`src/rtl/encoder_pkg.sv`:
```
// Shared encoder constants: result-vector geometry, pipeline latency and
// the serializer FSM state encoding.
`timescale 1ns/1ps
package encoder_pkg;

  localparam int ENC_BITSIZE  = 32;
  localparam int ENC_M_OUTPUT = 4;
  localparam int ENC_LATENCY  = 2;

  typedef enum logic {
    IDLE = 1'b0,
    SEND = 1'b1
  } state_t;

endpackage

```
`src/rtl/valid_delay_line.sv`:
```
// Shift register that tracks the encoder pipeline: strobe is in_valid
// delayed by LATENCY cycles.
`timescale 1ns/1ps
module valid_delay_line #(
  parameter int LATENCY = 2
) (
  input  logic clk,
  input  logic rst,
  input  logic in_valid,
  output logic strobe
);

  logic [LATENCY-1:0] vpipe_reg;

  always_ff @(posedge clk or posedge rst) begin
    if (rst) begin
      vpipe_reg <= '0;
    end else begin
      vpipe_reg[0] <= in_valid;
      for (int k = LATENCY - 1; k > 0; k--) begin
        vpipe_reg[k] <= vpipe_reg[k-1];
      end
    end
  end

  assign strobe = vpipe_reg[LATENCY-1];

endmodule

```
`src/rtl/encoder_output_serializer.sv`:
```
// Captures the encoder result vector when the delayed valid fires, applies
// optional ReLU and streams the words out over valid/ready.
`timescale 1ns/1ps
module encoder_output_serializer
  import encoder_pkg::*;
#(
  parameter int M_output = ENC_M_OUTPUT,
  parameter int BITSIZE  = ENC_BITSIZE,
  parameter int LATENCY  = ENC_LATENCY,
  parameter bit RELU_EN  = 1'b1,
  localparam int IDX_W   = (M_output > 1) ? $clog2(M_output) : 1
) (
  input  logic                        clk,
  input  logic                        rst,
  input  logic                        in_valid,
  input  logic [M_output*BITSIZE-1:0] enc_out,
  output logic [BITSIZE-1:0]          out_data,
  output logic                        out_valid,
  input  logic                        out_ready,
  output logic                        out_last,
  output logic [IDX_W-1:0]            out_index,
  output logic                        busy,
  output logic                        overflow,
  output logic [15:0]                 drop_count
);

  state_t             state_reg, state_next;
  logic [IDX_W-1:0]   idx_reg, idx_next;
  logic [BITSIZE-1:0] buf_reg   [M_output];
  logic [BITSIZE-1:0] relu_word [M_output];
  logic               overflow_reg;
  logic [15:0]        drop_count_reg;
  logic               strobe;
  logic               capture;
  logic               drop;
  logic               handshake;
  logic               last_word;

  valid_delay_line #(
    .LATENCY(LATENCY)
  ) u_valid_delay_line (
    .clk      (clk),
    .rst      (rst),
    .in_valid (in_valid),
    .strobe   (strobe)
  );

  genvar gi;
  generate
    for (gi = 0; gi < M_output; gi++) begin : g_relu
      assign relu_word[gi] = (RELU_EN && enc_out[(gi+1)*BITSIZE-1]) ?
                             '0 : enc_out[gi*BITSIZE +: BITSIZE];
    end
  endgenerate

  assign last_word = (idx_reg == IDX_W'(M_output - 1));
  assign handshake = out_valid && out_ready;

  always_ff @(posedge clk or posedge rst) begin
    if (rst) begin
      state_reg <= IDLE;
      idx_reg   <= '0;
    end else begin
      state_reg <= state_next;
      idx_reg   <= idx_next;
    end
  end

  always_comb begin
    state_next = state_reg;
    idx_next   = idx_reg;
    capture    = 1'b0;
    drop       = 1'b0;
    case (state_reg)
      IDLE: begin
        if (strobe) begin
          capture    = 1'b1;
          idx_next   = '0;
          state_next = SEND;
        end
      end
      SEND: begin
        if (handshake && !last_word) begin
          idx_next = idx_reg + IDX_W'(1);
        end
        // Last word leaving on the same edge as a new strobe frees the
        // buffer just in time, so the new vector is taken without a bubble.
        if (handshake && last_word) begin
          if (strobe) begin
            capture  = 1'b1;
            idx_next = '0;
          end else begin
            state_next = IDLE;
          end
        end else if (strobe) begin
          drop = 1'b1;
        end
      end
      default: state_next = IDLE;
    endcase
  end

  always_ff @(posedge clk or posedge rst) begin
    if (rst) begin
      for (int j = 0; j < M_output; j++) begin
        buf_reg[j] <= '0;
      end
      overflow_reg   <= 1'b0;
      drop_count_reg <= '0;
    end else begin
      if (capture) begin
        for (int j = 0; j < M_output; j++) begin
          buf_reg[j] <= relu_word[j];
        end
      end
      if (drop) begin
        overflow_reg <= 1'b1;
        if (drop_count_reg != 16'hFFFF) begin
          drop_count_reg <= drop_count_reg + 16'd1;
        end
      end
    end
  end

  always_comb begin
    out_valid = (state_reg == SEND);
    out_data  = out_valid ? buf_reg[idx_reg] : '0;
    out_index = idx_reg;
    out_last  = out_valid && last_word;
    busy      = (state_reg == SEND);
  end

  assign overflow   = overflow_reg;
  assign drop_count = drop_count_reg;

endmodule

```
`config.mk`:
```
export PLATFORM = sky130hd
export DESIGN_NAME = encoder_output_serializer
export DESIGN_NICKNAME = d
export VERILOG_FILES = /design/src/rtl/encoder_pkg.sv /design/src/rtl/valid_delay_line.sv /design/src/rtl/encoder_output_serializer.sv
export SDC_FILE = /design/constraint.sdc
export NUM_CORES = 1
export LEC_CHECK = 0
export CELL_PAD_IN_SITES_DETAIL_PLACEMENT = 1
export CELL_PAD_IN_SITES_GLOBAL_PLACEMENT = 2
export CORE_MARGIN = 3
export CORE_UTILIZATION = 28
export DETAILED_ROUTE_END_ITERATION = 8
export PLACE_DENSITY = 0.89
export SYNTH_ARGS = -nofsm -noshare
export SYNTH_HDL_FRONTEND = slang
export SYNTH_HIERARCHICAL = 1
export SYNTH_SLANG_ARGS = --single-unit
```
`constraint.sdc`:
```
create_clock -name clk -period 4.21 [get_ports clk]
set_input_delay 0.421 -clock clk [delete_from_list [all_inputs] [get_ports clk]]
set_output_delay 0.421 -clock clk [all_outputs]
set_load 0.02 [all_outputs]
```
; After elaboration in Yosys (flattened, before gate mapping)
; Cells that the tools add are included.
[word_totals]
ff_bits = 150
latchBits = 0
mem_bits_rw = 0
mem_bits_ro = 0
inputBits = 132
wordCells = 43
n_memories = 0
[classes]
addsub = 2
mul = 0
div_mod_pow = 0
magnitude_cmp = 1
eq_ne = 3
shifts = 0
muxes = 20
bitwise_logic = 2
n_reduce_logical = 6
[ops]
columns = op, n
row1 = 31-bit 2-to-1 mux, 4
row2 = 32-bit 2-to-1 mux, 3
row3 = 32-bit binary-select mux with 2-bit select, 1
row4 = 16-bit by 1-bit adder with 16-bit output (second input constant), 1
row5 = 16-bit inequality test (second input constant), 1
row6 = 2-bit 2-to-1 mux, 4
row7 = 1-bit 2-to-1 mux, 5
row8 = 1-bit logical AND, 4
row9 = 1-bit case mux with 2 select lines, 2
row10 = 2-bit case mux with 2 select lines, 1
row11 = 3-bit greater-or-equal comparator (second input constant), 1
row12 = 2-bit inverter with 3-bit output, 1
row13 = 2-bit by 1-bit adder with 2-bit output (second input constant), 1
row14 = 2-bit equality test (second input constant), 1
row15 = 2-bit by 1-bit inequality test with 1-bit output (second input constant), 1
row16 = 2-bit AND reduction, 1
row17 = 1-bit logical NOT, 1
row18 = 1-bit inverter, 1

; Depth between registers and ports, before layout
; Gate-level depths: netlist (run 1).
[logic_depth]
ltp_word = 7
mapped_depth = 8
mapped_depth_nobuf = 5

; Modules after synthesis
; Netlist (run 1), hierarchy kept.
[modules_own_cells]
columns = mod, instances, cells_each, area_each_um2, seq_area_each_um2
row1 = encoder_output_serializer, 1, 705, 7239.4, 3603.5
row2 = valid_delay_line, 1, 3, 53.8, 50.0

; Least setup slack after synthesis (run 1)
; Ideal clock, no wire load.
[synth_path]
path_type = flip-flop to output port
startpoint = register idx_reg[1] (netlist: out_index[1])
endpoint = output out_data[10]
arrival_ps = 1711
slack_ps = 2078
stages_incl_launch_ff = 5
cell_sequence = dfrtp_1 > buf_2 > buf_2 > mux4_2 > and2_1
[synth_between]
elab_chain_len = 5
[synth_lines]
columns = element, line
row1 = from (decl), encoder_output_serializer.sv:28  ; logic [IDX_W-1:0] idx_reg, idx_next;
row2 = from (signal assigned), encoder_output_serializer.sv:65  ; idx_reg <= idx_next;
row3 = 2-bit inverter with 3-bit output (not written as such), encoder_output_serializer.sv:127  ; out_data = out_valid ? buf_reg[idx_reg] : '0;
row4 = 32-bit binary-select mux with 2-bit select, encoder_output_serializer.sv:127
row5 = 32-bit 2-to-1 mux (not written as such) (2 in a row), encoder_output_serializer.sv:127
row6 = 32-bit 2-to-1 mux, encoder_output_serializer.sv:127
row7 = to (decl), encoder_output_serializer.sv:17  ; output logic [BITSIZE-1:0] out_data,
; Every way passes these cells. The select of a mux whose other input is x is not followed.

; Worst setup path after layout (run 1)
[layout_path]
startpoint = register idx_reg[1] (netlist: out_index[1])
endpoint = output out_data[13]
; The elaborated chain is that of the path after synthesis.

==> metrics.txt, run 1 <==
# TYPE chip_impl_metric gauge
chip_impl_metric{name="worst_ep_arrival_time",unit="ps"} 2840
chip_impl_metric{name="skew",unit="ps"} 8.21
chip_impl_metric{name="clock_path_buffers",unit=""} 2
chip_impl_metric{name="start_util",unit="%"} 28.7
chip_impl_metric{name="synth.top_cell.area_share",unit="%"} 50.1
chip_impl_metric{name="syn_inst",unit=""} 708
chip_impl_metric{name="tightestPinTransition",unit="ps"} 1040
chip_impl_metric{name="num-nets-final",unit=""} 1002
chip_impl_info{name="min_path_type",value="input pin to async pin"} 1
chip_impl_metric{name="final_layout_size_suffix_gt1_share",unit="%"} 10.3
chip_impl_info{name="synth_top_cells_by_area",value="dfrtp_1 (50%), nand2b_1 (11%), mux4_2 (9.6%)"} 1
chip_impl_metric{name="tritoncts_sinks",unit=""} 146
chip_impl_metric{name="worst_ir_drop_vdd",unit="µV"} 274
chip_impl_metric{name="replace_congestion",unit=""} 0.739
chip_impl_metric{name="cellLeakagePower",unit="nW"} 4.18
chip_impl_metric{name="postSynthNetCount",unit=""} 842
chip_impl_metric{name="combinationalPowerShare",unit="%"} 37.6
chip_impl_info{name="yosys_most_used_dff",value="dfrtp_1"} 1
chip_impl_metric{name="pre_cts_slack",unit="ps"} 1320
chip_impl_metric{name="finish.utilization",unit="%"} 39.2
chip_impl_metric{name="fin_crit",unit="ps"} 3260
chip_impl_metric{name="clkPwrFrac",unit="%"} 25.1
chip_impl_metric{name="grt_pass1_vias",unit=""} 6175
chip_impl_metric{name="die-height",unit="µm"} 167
chip_impl_info{name="clk_root_buffer_cell",value="clkbuf_16"} 1
chip_impl_info{name="endpoint_kind",value="primary output"} 1
chip_impl_metric{name="detail_route.wl_per_cell",unit="µm"} 17.4
chip_impl_metric{name="die_area",unit="mm²"} 0.0280
chip_impl_info{name="crit_path_start_kind",value="register"} 1
chip_impl_metric{name="clk_transition_reported_paths",unit="ps"} 60
chip_impl_metric{name="net_switching_fraction_of_the_power",unit="%"} 34.6
chip_impl_metric{name="ys_seq_area_share",unit="%"} 50.1
chip_impl_metric{name="largest_reg_flops",unit=""} 124
chip_impl_metric{name="grt_start_max_net_pins",unit=""} 129
chip_impl_metric{name="number_of_top_level_pins",unit=""} 186
chip_impl_metric{name="h-tree-depth",unit=""} 4
chip_impl_info{name="clock_tree_from_tritoncts",value="yes"} 1
chip_impl_metric{name="detailedRoute.firstIterationViolations",unit=""} 226
chip_impl_metric{name="postCtsHoldBufs",unit=""} 0
chip_impl_metric{name="rows",unit=""} 58
chip_impl_metric{name="vias",unit=""} 5543
chip_impl_metric{name="max_clock_freq",unit="MHz"} 307
chip_impl_metric{name="slew_headroom",unit="%"} 30.4
chip_impl_metric{name="worst_skew_late_latency",unit="ps"} 420
chip_impl_metric{name="drtPass1Iterations",unit=""} 4
chip_impl_metric{name="place.port_buffers",unit=""} 184
chip_impl_info{name="final_cell_mix",value="clkdlybuf4s50_1 (184), dfrtp_1 (144), nand2_1 (131)"} 1
chip_impl_info{name="final_common_cell",value="clkdlybuf4s50_1"} 1
chip_impl_metric{name="layout_worst_path_cycle_share",unit="%"} 77.4
chip_impl_info{name="rsz0062_at_grt",value="false"} 1
chip_impl_metric{name="total_switching_power",unit="W"} 0.00218
chip_impl_info{name="cell_taking_the_most_area_after_synthesis",value="dfrtp_1"} 1
chip_impl_metric{name="cellPowerDensity",unit="mW/mm²"} 632
chip_impl_metric{name="detail_route.vias_per_cell",unit=""} 4.57
chip_impl_metric{name="area.growth.synth_to_final",unit="%"} 36.6
chip_impl_metric{name="seq_power_share",unit="%"} 37.3
chip_impl_metric{name="cts_made_buffers",unit=""} 17
chip_impl_metric{name="layout_setup_ws",unit="ps"} 949
chip_impl_metric{name="syn_area",unit="mm²"} 0.00729
chip_impl_metric{name="postRouteWirelength",unit="mm"} 21.0
chip_impl_metric{name="synth-edff-count",unit=""} 0
chip_impl_metric{name="antenna_found_initial",unit=""} 0
chip_impl_metric{name="postSynth.asyncResetShare",unit="%"} 100
chip_impl_metric{name="largest_fanout_on_the_critical_path",unit=""} 20
chip_impl_metric{name="die_width",unit="µm"} 167
chip_impl_metric{name="syn_area_per_cell",unit="µm²"} 10.3
chip_impl_metric{name="grt_overflow",unit=""} 0
chip_impl_metric{name="postRouteAntennaNets",unit=""} 0
chip_impl_metric{name="cts_repair_resize_count",unit=""} 0
chip_impl_metric{name="setup_tns",unit="ps"} 0
chip_impl_metric{name="yosys_cell_types",unit=""} 45
chip_impl_metric{name="hold_violations",unit=""} 0
chip_impl_metric{name="timing_max_transition_violations_final",unit=""} 0
chip_impl_metric{name="detail_route.drc_violations",unit=""} 0
chip_impl_metric{name="internal-power",unit="W"} 0.00412
chip_impl_metric{name="synth-seq-cells",unit=""} 146
chip_impl_metric{name="worstPathRequired",unit="ps"} 3790
chip_impl_metric{name="number_of_setup_violations_in_the_final_report",unit=""} 0
chip_impl_metric{name="synth_warnings",unit=""} 6
chip_impl_info{name="crit_type",value="register to primary output"} 1
chip_impl_info{name="outcome",value="completed"} 1
chip_impl_metric{name="placeableCoreArea",unit="mm²"} 0.0254
chip_impl_metric{name="stdcell_area",unit="mm²"} 0.00996
chip_impl_metric{name="grt_first_pass_wirelength",unit="mm"} 34.3
chip_impl_metric{name="dpl-instance-area",unit="mm²"} 0.00936
chip_impl_metric{name="maxCapViolations",unit=""} 0
chip_impl_metric{name="dpl.hpwl",unit="mm"} 14.4
chip_impl_metric{name="post-cts-setup-buffer-count",unit=""} 0
chip_impl_metric{name="grt_use_total",unit="%"} 15.5
chip_impl_metric{name="p_total",unit="W"} 0.00630
==> routing by layer <==
layer	part of all wire [%]	global-route usage (%)	up-vias
li1	-	-	2692
met5	0	0	-
met1	46	20.6	2727
met4	0.68	3.09	0
met2	49	25.9	115
met3	4.3	3.82	9
==> stage by stage <==
step	hold WS (ps)	instances
after floorplan	162	708
after detailed placement	340	1179
final	245	1212
after global placement	342	1179
after CTS	223	1210
after global routing	231	1210
==> synthesized netlist by cell type (all sizes together), types with 2 or more instances <==
cell	count
ha	2
mux4	31
and2	33
nand2	131
buf	29
inv	5
dfrtp	146
or2	2
a22o	2
nor3	3
nand2b	126
nand3	6
nor4	5
o21ai	124
nand4	3
nor2	3
clkbuf	26
a31oi	2
mux2	3
xor2	11
a21oi	4
==> worst max-delay path: stages (launching register included) <==
cell and delay (ps):
dfrtp_2 810, buf_4 360, mux4_2 540, and2_1 170
clkdlybuf4s50_1 530
==> cell families (layout without fill, tap and decap cells) <==
group,count (synthesis),after routing,share of synthesized area [%]
and+or+nand+nor,316,316,23.2
buffers and inverters,60,232,4.77
muxes,34,34,10.1
AOI/OAI and AO/OA,137,137,10.0
adders and majority gates,2,2,0.343
DFF,146,146,50.1
xor gates and xnor gates,12,12,1.44
other,1,3,0.0514
==> layout make-up <==
| type | count | area (µm²) |
|---|---|---|
| fill | 2857 | 15400 |
| sequential | 146 | 3660 |
| timing repair buffer | 196 | 1970 |
| antenna | 2 | 5.00 |
| clock buffer | 17 | 425 |
| clock inverter | 14 | 176 |
| inverter | 5 | 22.5 |
| tap | 330 | 413 |
| multi-input combinational | 502 | 3300 |
==> path summary, 6_finish.rpt <==
check                                                          startpoint  depth (start not counted)                                        end  slack (ps)
min in group clk                u_valid_delay_line/vpipe_reg[0]$_DFF_PP0_                          0  u_valid_delay_line/vpipe_reg[1]$_DFF_PP0_         360
worst max register to register                   out_index[0]$_DFFE_PP0P_                          5                    buf_reg[18]$_DFFE_PP0P_        1510
max in group asynchronous                                             rst                          3                   buf_reg[112]$_DFFE_PP0P_        2750
worst min register to register  u_valid_delay_line/vpipe_reg[0]$_DFF_PP0_                          0  u_valid_delay_line/vpipe_reg[1]$_DFF_PP0_         360
worst min-delay path                                                  rst                          2  u_valid_delay_line/vpipe_reg[0]$_DFF_PP0_         250
worst max-delay path                             out_index[1]$_DFFE_PP0P_                          4                               out_data[13]         950
==> power by group through the flow <==
stage                     Sequential (W)  Clock [W]  Combinational (W)
after floorplan                  0.00218          0            0.00160
after global placement           0.00236          0            0.00234
after detailed placement         0.00238          0            0.00240
after CTS                        0.00237    0.00164            0.00241
after global routing             0.00244    0.00170            0.00262
final                            0.00235    0.00158            0.00237
Note: power is estimated with default switching activity, not from simulation.
==> run 2, diff against run 1 <==
--- a/config.mk
+++ b/config.mk
@@ -8,9 +8,9 @@
 export CELL_PAD_IN_SITES_DETAIL_PLACEMENT = 1
 export CELL_PAD_IN_SITES_GLOBAL_PLACEMENT = 2
 export CORE_MARGIN = 3
-export CORE_UTILIZATION = 28
+export CORE_UTILIZATION = 31
 export DETAILED_ROUTE_END_ITERATION = 8
-export PLACE_DENSITY = 0.89
+export PLACE_DENSITY = 0.92
 export SYNTH_ARGS = -nofsm -noshare
 export SYNTH_HDL_FRONTEND = slang
 export SYNTH_HIERARCHICAL = 1
==> constraint.sdc (replaced) <==
create_clock -name clk -period 3.3 [get_ports clk]
set_input_delay 0.33 -clock clk [delete_from_list [all_inputs] [get_ports clk]]
set_output_delay 0.33 -clock clk [all_outputs]
set_load 0.02 [all_outputs]
==> metrics.txt, run 2 (synthesized netlist as in run 1, its figures left out) <==
# TYPE chip_impl_metric gauge
chip_impl_info{name="outcome",value="completed"} 1
chip_impl_metric{name="dpl.hpwl",unit="mm"} 14.4
chip_impl_info{name="path_delay_family",value="buffers and inverters"} 1
chip_impl_metric{name="cellLeakagePower",unit="nW"} 4.21
chip_impl_metric{name="critical_path.n_buffers_inverters",unit=""} 2
chip_impl_metric{name="grt_start_max_net_pins",unit=""} 145
chip_impl_info{name="min_path_type",value="input pin to async pin"} 1
chip_impl_metric{name="skew",unit="ps"} 14.8
chip_impl_metric{name="dpl-instance-area",unit="mm²"} 0.00941
chip_impl_metric{name="largest_fanout_on_the_critical_path",unit=""} 16
chip_impl_metric{name="rows",unit=""} 55
chip_impl_metric{name="fin_crit",unit="ps"} 2960
chip_impl_info{name="critical-path-slowest-cell",value="dfrtp_2"} 1
chip_impl_metric{name="num_antenna_cells",unit=""} 0
chip_impl_metric{name="area.growth.synth_to_final",unit="%"} 37.0
chip_impl_metric{name="cellPowerDensity",unit="mW/mm²"} 802
chip_impl_metric{name="net_switching_fraction_of_the_power",unit="%"} 34.8
chip_impl_metric{name="largest_reg_flops",unit=""} 124
chip_impl_metric{name="start_util",unit="%"} 31.9
chip_impl_metric{name="grt_use_total",unit="%"} 17.0
chip_impl_metric{name="post-cts-setup-buffer-count",unit=""} 0
chip_impl_metric{name="final_layout_size_suffix_gt1_share",unit="%"} 11.0
chip_impl_metric{name="seq_power_share",unit="%"} 35.8
chip_impl_metric{name="h-tree-depth",unit=""} 4
chip_impl_info{name="cp_cell_sequence",value="buf_12 -> mux4_2 -> and2_1 -> clkdlybuf4s50_1"} 1
chip_impl_metric{name="drtPass1Iterations",unit=""} 4
chip_impl_metric{name="clock_path_buffers",unit=""} 2
chip_impl_metric{name="total_switching_power",unit="W"} 0.00279
chip_impl_metric{name="vias",unit=""} 5624
chip_impl_metric{name="setup_tns",unit="ps"} 0
chip_impl_metric{name="maxCapViolations",unit=""} 0
chip_impl_metric{name="max_clock_freq",unit="MHz"} 338
chip_impl_metric{name="grt_pass1_vias",unit=""} 6182
chip_impl_metric{name="cts_made_buffers",unit=""} 17
chip_impl_metric{name="worstPathRequired",unit="ps"} 2970
chip_impl_metric{name="placeableCoreArea",unit="mm²"} 0.0228
chip_impl_metric{name="die-height",unit="µm"} 159
chip_impl_metric{name="worst_skew_late_latency",unit="ps"} 420
chip_impl_metric{name="internal-power",unit="W"} 0.00522
chip_impl_metric{name="worst_ep_arrival_time",unit="ps"} 2630
chip_impl_metric{name="detailedRoute.firstIterationViolations",unit=""} 235
chip_impl_metric{name="hold_violations",unit=""} 0
chip_impl_metric{name="clk_transition_reported_paths",unit="ps"} 60
chip_impl_metric{name="grt_first_pass_wirelength",unit="mm"} 34.4
chip_impl_metric{name="grt_overflow",unit=""} 0
chip_impl_metric{name="cts_repair_resize_count",unit=""} 0
chip_impl_metric{name="antenna_found_initial",unit=""} 3
chip_impl_metric{name="number_of_top_level_pins",unit=""} 186
chip_impl_metric{name="detail_route.vias_per_cell",unit=""} 4.69
chip_impl_metric{name="die_area",unit="mm²"} 0.0254
chip_impl_info{name="crit_type",value="register to primary output"} 1
chip_impl_metric{name="number_of_setup_violations_in_the_final_report",unit=""} 0
chip_impl_metric{name="num-nets-final",unit=""} 1008
chip_impl_metric{name="postRouteAntennaNets",unit=""} 0
chip_impl_metric{name="finish.utilization",unit="%"} 43.7
chip_impl_metric{name="die_width",unit="µm"} 159
chip_impl_metric{name="worst_ir_drop_vdd",unit="µV"} 382
chip_impl_info{name="final_common_cell",value="clkdlybuf4s50_1"} 1
chip_impl_metric{name="place.port_buffers",unit=""} 184
chip_impl_metric{name="clkPwrFrac",unit="%"} 24.1
chip_impl_metric{name="detail_route.drc_violations",unit=""} 0
chip_impl_info{name="final_cell_mix",value="clkdlybuf4s50_1 (184), dfrtp_1 (144), nand2_1 (131)"} 1
chip_impl_metric{name="p_total",unit="W"} 0.00801
chip_impl_metric{name="replace_congestion",unit=""} 0.764
chip_impl_metric{name="tritoncts_sinks",unit=""} 146
chip_impl_metric{name="worst_path_largest_cell_delay",unit="ps"} 680
chip_impl_metric{name="layout_worst_path_cycle_share",unit="%"} 89.6
chip_impl_metric{name="stdcell_area",unit="mm²"} 0.00999
chip_impl_info{name="endpoint_kind",value="primary output"} 1
chip_impl_metric{name="tightestPinTransition",unit="ps"} 845
chip_impl_info{name="clk_root_buffer_cell",value="clkbuf_16"} 1
chip_impl_metric{name="detail_route.wl_per_cell",unit="µm"} 17.5
chip_impl_info{name="rsz0062_at_grt",value="false"} 1
chip_impl_info{name="crit_path_start_kind",value="register"} 1
chip_impl_metric{name="timing_max_transition_violations_final",unit=""} 0
chip_impl_info{name="clock_tree_from_tritoncts",value="yes"} 1
chip_impl_metric{name="postCtsHoldBufs",unit=""} 0
chip_impl_metric{name="combinationalPowerShare",unit="%"} 40.1
chip_impl_metric{name="postRouteWirelength",unit="mm"} 21.0
chip_impl_metric{name="slew_headroom",unit="%"} 43.7
-- run 2: cell types whose count changed in the layout (fill, tap and decap cells not counted), sizes merged --
cell	change
clkbuf	+3
buf	+6
diode	-2
inv	-1
bufinv	-2
clkinvlp	+1
-- run 2: per-stage QoR --
step / std cells / worst slack (ps) / hold WS (ps)
6_report: 1200 / 342 / 169
4_1_cts: 1200 / 284 / 148
3_5_place_dp: 1168 / 753 / 346
5_1_grt: 1200 / 230 / 158
2_1_floorplan: 708 / 1160 / 71.2
3_3_place_gp: 1168 / 794 / 343
-- run 2: final timing paths --
kind,from,slack [ps],cells past startpoint,end
min,rst,170,2,u_valid_delay_line/vpipe_reg[1]$_DFF_PP0_
min reg2reg,u_valid_delay_line/vpipe_reg[0]$_DFF_PP0_,360,0,u_valid_delay_line/vpipe_reg[1]$_DFF_PP0_
max reg2reg,out_index[1]$_DFFE_PP0P_,810,5,buf_reg[60]$_DFFE_PP0P_
max in group asynchronous,rst,2110,3,buf_reg[99]$_DFFE_PP0P_
max,out_index[1]$_DFFE_PP0P_,340,4,out_data[29]
min in group clk,in_valid,360,1,u_valid_delay_line/vpipe_reg[0]$_DFF_PP0_
-- run 2: area by class of cell --
cell class,count,area [µm²]
Timing Repair Buffer,202,2040
Clock inverter,12,121
Clock buffer,20,467
Fill cell,2563,12900
Multi-Input combinational cell,502,3300
Inverter,5,22.5
Tap cell,313,392
Sequential cell,146,3660
-- run 2: worst register-to-register path, cell delays in order (launching register included) --
cell,delay (ps)
dfrtp_2,590
ha_1,350
a21boi_4,300
nand2b_4,600
buf_4,370
o21ai_0,150
-- run 2: power groups by stage --
stage	combinational, W	clock [W]	sequential (W)
after floorplan	0.00205	0	0.00278
after global placement	0.00316	0	0.00287
after detailed placement	0.00326	0	0.00290
after CTS	0.00327	0.00199	0.00288
after global routing	0.00352	0.00208	0.00297
final	0.00321	0.00193	0.00287
-- run 2: per-layer routing --
layer | vias up | GRT usage [%] | part of all wire (%)
li1 | 2701 | - | -
met1 | 2779 | 22.1 | 45
met2 | 125 | 28.4 | 49
met3 | 15 | 5.02 | 4.8
met4 | 4 | 3.50 | 0.97
met5 | - | 0 | 0.13
==> run 3, diff against run 2 <==
==> constraint.sdc (replaced) <==
create_clock -name clk -period 3.3 [get_ports clk]
set_input_delay 0.33 -clock clk [delete_from_list [all_inputs] [get_ports clk]]
set_output_delay 0.33 -clock clk [all_outputs]
set_load 0.1 [all_outputs]
==> metrics.txt, run 3 (synthesized netlist as in run 1, its figures left out) <==
# TYPE chip_impl_metric gauge
chip_impl_info{name="outcome",value="completed"} 1
chip_impl_metric{name="skew",unit="ps"} 8.49
chip_impl_metric{name="maxCapViolations",unit=""} 0
chip_impl_metric{name="timing_max_transition_violations_final",unit=""} 0
chip_impl_metric{name="drtPass1Iterations",unit=""} 4
chip_impl_metric{name="detail_route.wl_per_cell",unit="µm"} 16.9
chip_impl_info{name="path_delay_family",value="buffers and inverters"} 1
chip_impl_info{name="final_cell_mix",value="clkdlybuf4s50_1 (148), dfrtp_1 (144), nand2_1 (131)"} 1
chip_impl_metric{name="replace_congestion",unit=""} 0.744
chip_impl_metric{name="die_area",unit="mm²"} 0.0254
chip_impl_metric{name="dpl.hpwl",unit="mm"} 13.9
chip_impl_info{name="clk_root_buffer_cell",value="clkbuf_16"} 1
chip_impl_metric{name="start_util",unit="%"} 31.9
chip_impl_metric{name="placeableCoreArea",unit="mm²"} 0.0228
chip_impl_metric{name="tightestPinTransition",unit="ps"} 1020
chip_impl_metric{name="cts_repair_resize_count",unit=""} 0
chip_impl_metric{name="largest_reg_flops",unit=""} 124
chip_impl_metric{name="max_clock_freq",unit="MHz"} 382
chip_impl_info{name="min_path_type",value="input pin to async pin"} 1
chip_impl_info{name="rsz0062_at_grt",value="false"} 1
chip_impl_metric{name="grt_overflow",unit=""} 0
chip_impl_metric{name="layout_setup_ws",unit="ps"} 679
chip_impl_metric{name="worst_skew_late_latency",unit="ps"} 410
chip_impl_info{name="endpoint_kind",value="primary output"} 1
chip_impl_metric{name="number_of_setup_violations_in_the_final_report",unit=""} 0
chip_impl_metric{name="postRouteWirelength",unit="mm"} 20.3
chip_impl_info{name="critical-path-slowest-cell",value="mux4_2"} 1
chip_impl_info{name="cp_cell_sequence",value="buf_4 -> mux4_2 -> and2_1 -> buf_4"} 1
chip_impl_metric{name="post-cts-setup-buffer-count",unit=""} 0
chip_impl_metric{name="slew_headroom",unit="%"} 31.9
chip_impl_metric{name="place.port_buffers",unit=""} 184
chip_impl_metric{name="layout_worst_path_cycle_share",unit="%"} 79.4
chip_impl_metric{name="worstPathRequired",unit="ps"} 2970
chip_impl_metric{name="die-height",unit="µm"} 159
chip_impl_metric{name="detail_route.drc_violations",unit=""} 0
chip_impl_info{name="crit_path_frequent_cell",value="buf_4"} 1
chip_impl_metric{name="grt_start_max_net_pins",unit=""} 74
chip_impl_info{name="final_common_cell",value="clkdlybuf4s50_1"} 1
chip_impl_info{name="rr_startpoint",value="out_index[1]$_DFFE_PP0P_"} 1
chip_impl_metric{name="die_width",unit="µm"} 159
chip_impl_metric{name="rows",unit=""} 55
chip_impl_metric{name="area.growth.synth_to_final",unit="%"} 36.6
chip_impl_metric{name="vias",unit=""} 5582
chip_impl_info{name="critical_path.reg2reg.endpoint",value="buf_reg[46]$_DFFE_PP0P_"} 1
chip_impl_metric{name="cts_made_buffers",unit=""} 17
chip_impl_metric{name="number_of_top_level_pins",unit=""} 186
chip_impl_metric{name="detail_route.vias_per_cell",unit=""} 4.65
chip_impl_metric{name="antenna_found_initial",unit=""} 1
chip_impl_metric{name="detailedRoute.firstIterationViolations",unit=""} 204
chip_impl_metric{name="grt_pass1_vias",unit=""} 6193
chip_impl_metric{name="tritoncts_sinks",unit=""} 146
chip_impl_metric{name="grt_first_pass_wirelength",unit="mm"} 33.7
chip_impl_info{name="crit_path_start_kind",value="register"} 1
chip_impl_metric{name="postRouteAntennaNets",unit=""} 0
chip_impl_metric{name="layout.filler_cells",unit=""} 2560
chip_impl_metric{name="fin_crit",unit="ps"} 2620
chip_impl_metric{name="num-nets-final",unit=""} 1008
chip_impl_metric{name="clock_path_buffers",unit=""} 2
chip_impl_metric{name="clk_transition_reported_paths",unit="ps"} 60
chip_impl_metric{name="postCtsHoldBufs",unit=""} 0
chip_impl_metric{name="seq_area",unit="mm²"} 0.00366
chip_impl_metric{name="setup_tns",unit="ps"} 0
chip_impl_metric{name="critical_path.n_buffers_inverters",unit=""} 2
chip_impl_metric{name="rrSetupSlack",unit="ps"} 1090
chip_impl_metric{name="critical_path_depth_in_cells",unit=""} 4
chip_impl_metric{name="cellPowerDensity",unit="mW/mm²"} 1010
chip_impl_metric{name="h-tree-depth",unit=""} 4
chip_impl_metric{name="hold_violations",unit=""} 0
chip_impl_metric{name="multi_input_comb_area",unit="mm²"} 0.00330
chip_impl_metric{name="worst_ir_drop_vdd",unit="µV"} 646
chip_impl_info{name="clock_tree_from_tritoncts",value="yes"} 1
chip_impl_metric{name="final_layout_size_suffix_gt1_share",unit="%"} 14.9
chip_impl_info{name="crit_type",value="register to primary output"} 1
chip_impl_metric{name="worst_r2r_path_depth",unit=""} 6
chip_impl_metric{name="worst_ep_arrival_time",unit="ps"} 2290
chip_impl_metric{name="cellLeakagePower",unit="nW"} 4.30
chip_impl_metric{name="pre_cts_slack",unit="ps"} 947
chip_impl_metric{name="worst_path_largest_cell_delay",unit="ps"} 600
chip_impl_metric{name="largest_fanout_on_the_critical_path",unit=""} 35
chip_impl_metric{name="num_antenna_cells",unit=""} 0
chip_impl_metric{name="grt_use_total",unit="%"} 16.5
run 3: worst max path at each step:
stage	startpoint	end	slack [ps]
after floorplan	out_index[0]$_DFFE_PP0P_	out_data[22]	320
after global placement	out_ready	buf_reg[86]$_DFFE_PP0P_	1000
after detailed placement	out_ready	buf_reg[112]$_DFFE_PP0P_	950
after CTS	out_index[0]$_DFFE_PP0P_	out_data[30]	650
after global routing	out_index[0]$_DFFE_PP0P_	out_data[30]	580
final	out_index[0]$_DFFE_PP0P_	out_data[30]	680
run 3: area by class of cell:
type	count	share of cell area, %
Sequential cell	146	36.7
Multi-Input combinational cell	502	33.1
Timing Repair Buffer	202	19.6
Clock buffer	20	4.48
Tap cell	313	3.93
Clock inverter	12	2.03
Inverter	5	0.226
run 3: per-stage QoR:
stage          total power [W]  area [µm²]  hold WS, ps  std cells  util [%]
4_1_cts                 0.0102        9970          144       1200      43.6
3_3_place_gp           0.00791        9320          343       1168      40.8
6_report                0.0101        9970          166       1200      43.6
5_1_grt                 0.0107        9970          166       1200      43.6
3_5_place_dp           0.00804        9320          344       1168      40.8
2_1_floorplan          0.00681        7300         71.2        708         -
run 3: metal layers:
layer | routed length [µm] | GRT usage [%] | part of all wire (%) | up-vias
met1 | 9280 | 22.2 | 46 | 2722
met5 | 17 | 0 | 0.084 | -
met3 | 941 | 3.88 | 4.6 | 22
li1 | - | - | - | 2702
met2 | 9710 | 26.8 | 48 | 134
met4 | 308 | 4.58 | 1.5 | 2
run 3: power breakdown:
group	leakage [nW]	switching [W]	internal, W
logic	2.09	0.00359	0.00155
clock network	0.315	0.000766	0.00137
registers	1.89	0.000389	0.00243
